[src/rtl/arith_seq_pkg.sv]
// Shared definitions for the sequential arithmetic blocks (divider side).
// Holds the observable state encoding, the state-port width and the
// default operand widths. The multiplier's own definitions live elsewhere.
package arith_seq_pkg;

  localparam int unsigned STATE_W        = 4;
  localparam int unsigned DIVIDEND_W_DEF = 8;
  localparam int unsigned DIVISOR_W_DEF  = 4;

  typedef enum logic [STATE_W-1:0] {
    ST_IDLE = 4'd0,
    ST_ITER = 4'd1,
    ST_END  = 4'd2
  } state_e;

endpackage

[src/rtl/divider_controller.sv]
// Divider sequencing FSM and iteration counter.
// Ports:
//   clk, rst      clock, asynchronous active-low reset
//   ena           start request, honoured only in ST_IDLE
//   div_zero      current divisor input is zero
//   state         registered FSM state, zero-extended to STATE_W
//   load_c        start accepted this cycle (capture operands)
//   step_c        one restoring step this cycle
//   finish_c      result publish cycle
module divider_controller
  import arith_seq_pkg::*;
#(
  parameter int unsigned STEPS = DIVIDEND_W_DEF
) (
  input  logic               clk,
  input  logic               rst,
  input  logic               ena,
  input  logic               div_zero,
  output logic [STATE_W-1:0] state,
  output logic               load_c,
  output logic               step_c,
  output logic               finish_c
);

  localparam int unsigned CNT_W = (STEPS > 1) ? $clog2(STEPS) : 1;

  state_e           state_q;
  state_e           state_d;
  logic [CNT_W-1:0] cnt_q;

  // State register
  always_ff @(posedge clk or negedge rst) begin
    if (!rst) state_q <= ST_IDLE;
    else      state_q <= state_d;
  end

  // Iteration counter: loaded on a real start, counts down to 0 and parks there
  always_ff @(posedge clk or negedge rst) begin
    if (!rst) begin
      cnt_q <= '0;
    end else if (load_c && !div_zero) begin
      cnt_q <= CNT_W'(STEPS - 1);
    end else if (step_c && (cnt_q != '0)) begin
      cnt_q <= cnt_q - CNT_W'(1);
    end
  end

  // Next-state logic; unknown encodings fall back to idle
  always_comb begin
    state_d = ST_IDLE;
    case (state_q)
      ST_IDLE: if (ena) state_d = div_zero ? ST_END : ST_ITER;
      ST_ITER: state_d = (cnt_q == '0) ? ST_END : ST_ITER;
      ST_END:  state_d = ST_IDLE;
      default: state_d = ST_IDLE;
    endcase
  end

  // Strobes decoded from the current state
  always_comb begin
    load_c   = 1'b0;
    step_c   = 1'b0;
    finish_c = 1'b0;
    case (state_q)
      ST_IDLE: load_c   = ena;
      ST_ITER: step_c   = 1'b1;
      ST_END:  finish_c = 1'b1;
      default: ;
    endcase
  end

  assign state = state_q;

endmodule

[src/rtl/four_bit_divider.sv]
// Sequential restoring divider, one quotient bit per clock.
// Ports:
//   clk, rst   clock, asynchronous active-low reset
//   ena        start request (ST_IDLE only)
//   N, D       dividend / divisor, captured on the start edge
//   Q, R       registered quotient / remainder of the last division
//   dbz        registered divide-by-zero flag of the last division
//   done       registered one-cycle completion pulse
//   state      FSM state (0 idle, 1 iterate, 2 end)
module four_bit_divider
  import arith_seq_pkg::*;
#(
  parameter int unsigned DIVIDEND_W = DIVIDEND_W_DEF,
  parameter int unsigned DIVISOR_W  = DIVISOR_W_DEF
) (
  input  logic                  clk,
  input  logic                  rst,
  input  logic                  ena,
  input  logic [DIVIDEND_W-1:0] N,
  input  logic [DIVISOR_W-1:0]  D,
  output logic [DIVIDEND_W-1:0] Q,
  output logic [DIVISOR_W-1:0]  R,
  output logic                  dbz,
  output logic                  done,
  output logic [STATE_W-1:0]    state
);

  logic [DIVIDEND_W-1:0] quo;
  logic [DIVISOR_W-1:0]  rem;
  logic [DIVISOR_W-1:0]  div;
  logic                  dbz_flag;
  logic                  div_zero_c;
  logic                  load_c;
  logic                  step_c;
  logic                  finish_c;
  logic [DIVISOR_W:0]    shifted_c;
  logic [DIVISOR_W:0]    trial_c;

  divider_controller #(
    .STEPS (DIVIDEND_W)
  ) u_ctrl (
    .clk      (clk),
    .rst      (rst),
    .ena      (ena),
    .div_zero (div_zero_c),
    .state    (state),
    .load_c   (load_c),
    .step_c   (step_c),
    .finish_c (finish_c)
  );

  assign div_zero_c = (D == '0);

  // Trial subtraction at DIVISOR_W+1 bits; MSB set means it went negative
  always_comb begin
    shifted_c = {rem, quo[DIVIDEND_W-1]};
    trial_c   = shifted_c - {1'b0, div};
  end

  // Datapath. A kept remainder is always below the divisor, so its top bit
  // is zero and only the low DIVISOR_W bits are stored.
  always_ff @(posedge clk or negedge rst) begin
    if (!rst) begin
      quo      <= '0;
      rem      <= '0;
      div      <= '0;
      dbz_flag <= 1'b0;
    end else if (load_c) begin
      quo      <= N;
      rem      <= '0;
      div      <= D;
      dbz_flag <= div_zero_c;
    end else if (step_c) begin
      if (!trial_c[DIVISOR_W]) begin
        rem <= trial_c[DIVISOR_W-1:0];
        quo <= {quo[DIVIDEND_W-2:0], 1'b1};
      end else begin
        rem <= shifted_c[DIVISOR_W-1:0];
        quo <= {quo[DIVIDEND_W-2:0], 1'b0};
      end
    end
  end

  // Result registers update only in the end cycle; done pulses with them
  always_ff @(posedge clk or negedge rst) begin
    if (!rst) begin
      Q    <= '0;
      R    <= '0;
      dbz  <= 1'b0;
      done <= 1'b0;
    end else begin
      done <= finish_c;
      if (finish_c) begin
        Q   <= dbz_flag ? '1 : quo;
        R   <= dbz_flag ? '0 : rem;
        dbz <= dbz_flag;
      end
    end
  end

endmodule

[config.mk]
export PLATFORM = sky130hd
export DESIGN_NAME = four_bit_divider
export DESIGN_NICKNAME = d
export VERILOG_FILES = /design/src/rtl/arith_seq_pkg.sv /design/src/rtl/divider_controller.sv /design/src/rtl/four_bit_divider.sv
export SDC_FILE = /design/constraint.sdc
export NUM_CORES = 1
export LEC_CHECK = 0
export ABC_AREA = 1
export CORE_ASPECT_RATIO = 0.6
export CORE_MARGIN = 2
export CORE_UTILIZATION = 55
export CTS_CLUSTER_SIZE = 40
export DETAILED_ROUTE_END_ITERATION = 10
export GPL_TIMING_DRIVEN = 0
export PLACE_DENSITY = 0.86
export SKIP_LAST_GASP = 1
export SYNTH_ARGS = -nofsm -noshare
export SYNTH_HDL_FRONTEND = slang
export SYNTH_SLANG_ARGS = --single-unit
[constraint.sdc]
create_clock -name clk -period 4.6 [get_ports clk]
set_input_delay 0.92 -clock clk [delete_from_list [all_inputs] [get_ports clk]]
set_output_delay 0.92 -clock clk [all_outputs]
set_load 0.05 [all_outputs]
==> metrics.txt <==
number of synthesized flops with an enable pin 0; initial antenna violation count 0; area leader, netlist dfrtp_1; DP HPWL 2640 µm; setup TNS 0 ns; hold_ws 0.500 ns; RR Startpoint quo[7]$_DFFE_PN0P_; TritonCTS Buffers 5; Slowest Stage Delay on Critical Path 0.84 ns; WHS Path Cells 2; Max-slew headroom 48.9%; Worst Setup Path Type reg -> out; Root Buffer clkbuf_8; PD cells 842 mW/mm²; DRC viols 0; WP depth 1; CP bufs+invs 1; Reg2Reg Depth 9; largest cells by area after synthesis dfrtp_1 (53%), nand2_1 (9.2%), inv_1 (5.9%); setup repair bufs after CTS 0; r2r setup slk 2.78 ns; Area growth syn-to-layout 25.7%; Tot GR Track Use 20.6%; Core Util, Final 73.9%; vias in the first global route 1,220; Slew @ Worst Pin 0.767 ns; Finished Cell Area 0.00215 mm²; Hold Buf Count CTS 0; cell area after synthesis 0.00171 mm²; Worst Setup SP u_ctrl.state[1]$_DFF_PN0_; Final min period 2.49 ns; Post-CTS Resized 0; number of DRC markers in iteration 0 99; Starting Density 58.8%; Mapped Cells 193; WL/cell 12.6 µm; Worst Setup Start Kind flip-flop; worst skew pair latency 0.29 ns; Slew Viols, Final 0; Static Leakage 1.05 nW; dpl cells 266; MaxCap Viol Count 0; Boundary Pins 33; Worst Path Arrival 1.57 ns; final setup margin 2.11 ns; most common cell in the netlist nand2_1; DR pass1 iterations 4; Clk pin slew, worst setup/hold paths 0.07 ns; die height 47.2 µm; CORE AREA 0.00291 mm²; Post-synth ARST share 100%; Worst Path Required 3.68 ns; drt total wl 3450 µm; row count 15; CP Capture Type output pin; VDD IR max 0.000389 V; CP max stage cell clkdlybuf4s50_1; die width 76.0 µm; count of different cell masters after synthesis 24; Antenna Diode Count 0; CP cell instances clkdlybuf4s50_1; flop and latch count out of synthesis 36; FF-to-FF End rem[3]$_DFFE_PN0P_; clock skew 0.00415 ns; RSZ-0062 raised after global routing no; die area 0.00359 mm²; final hold violation count 0; post-synthesis sequential area ratio 52.7%; crit-path max FO 3; number of routed nets with antenna violations 0; Layout Cells excl Fill 274; CTS Sinks 36; CP top delay family buffers and inverters; vias per inst 5.09; Avg Cell Area, Syn 8.86 µm²; endpoints failing setup 0; grt total ovfl 0; Hold Path Class reg -> reg; worst hold start R[3]$_DFFE_PN0P_; CTS tree yes; Placer Congestion 0.838; CTS HTree Levels 2; largest net degree at the start of global routing 37; Post-synth top cells nand2_1 (42), dfrtp_1 (36), inv_1 (27); Hold EP R[3]$_DFFE_PN0P_; Max Root-Sink Buffers 2; number of port buffers 30; total power 1.81 mW; post-place instance area 0.00206 mm²; fraction of layout cells with a size suffix above 1 11.2%; Primary FF master, synth dfrtp_1; Via Count 1,396; pre-CTS setup slack 2.37 ns; Max Fclk 402 MHz; final period utilization 54.1%; NumNets Final 253; Yosys top cell area share 52.7%; first-pass GRT wire length 5470 µm; YS warnings 0; outcome finished clean
-- area by class of cell --
cell class | count | area, µm²
multi-input combinational | 121 | 664
clock inverter | 3 | 18.8
clock buffer | 5 | 68.8
sequential | 36 | 901
fill | 234 | 759
tap | 42 | 52.6
inverter | 33 | 124
timing repair buffer | 30 | 295
buffer | 4 | 25.0
-- power by group --
part / internal, mW / leakage (nW) / total, mW / switching [mW]
clock network: 0.105 / 0.0479 / 0.218 / 0.113
registers: 0.472 / 0.436 / 0.557 / 0.0855
logic: 0.365 / 0.564 / 1.04 / 0.671
total: 0.942 / 1.05 / 1.81 / 0.869
-- tightest hold or removal path, cell delays in order (launching register included) --
cell and delay [ns]:
dfrtp_1 0.35, nand2_1 0.05, o21ai_1 0.06
-- worst max-delay path by stage --
| stage | end | slack (ns) |
|---|---|---|
| 5_1_grt | state[0] | 2.09 |
| 4_1_cts | state[1] | 2.11 |
| 2_1_floorplan | rem[3]$_DFFE_PN0P_ | 2.94 |
| 3_5_place_dp | div[1]$_DFFE_PN0N_ | 2.37 |
| 6_report | state[1] | 2.11 |
| 3_3_place_gp | u_ctrl.cnt_q[2]$_DFFE_PN0P_ | 1.90 |
-- logic make-up (layout without fill, tap and decap cells) --
group	count (synthesis)	after routing	synth area share, %
AO/OA/AOI/OAI	32	32	11.3
XOR/XNOR	1	1	0.512
adder cells (fa/ha/maj)	7	7	5.56
buffers and inverters	37	75	8.71
flip-flops	36	36	52.7
other	1	2	0.219
AND/OR/NAND/NOR	79	79	21.1
-- cells in the final DEF (no fill, tap or decap) --
cell	netlist	routed
nand2_1	42	42
dfrtp_1	36	36
clkdlybuf4s50_1	0	29
inv_1	27	27
nand3_1	16	16
nor2_1	13	13
a21oi_1	12	12
o221ai_1	7	7
inv_2	6	6
o21ai_0	6	6
ha_1	6	6
clkbuf_8	0	5
nor2_4	4	4
o21ai_1	4	4
buf_2	2	3
buf_4	2	2
conb_1	1	2
clkinv_2	0	2
nand4_1	1	1
nand2_2	1	1
o22ai_1	1	1
or2_2	1	1
nand3_2	1	1
o21a_1	1	1
o211ai_1	1	1
xor2_1	1	1
fa_1	1	1
clkinv_4	0	1
-- layer usage --
layer | vias to the layer above | part of all wire [%] | track usage, %
met5 | - | 0 | 0
met4 | 0 | 0.96 | 6.55
met3 | 5 | 4.7 | 5.38
met2 | 30 | 46 | 34.6
met1 | 660 | 48 | 27.5
li1 | 701 | - | -
-- flip-flops by register name (all words and copies together) (netlist names) --
register	count
div	4
u_ctrl.cnt_q	3
dbz	1
Q	8
rem	4
u_ctrl.state	2
R	4
dbz_flag	1
quo	8
done	1
Power figures use the tool's default switching activity.
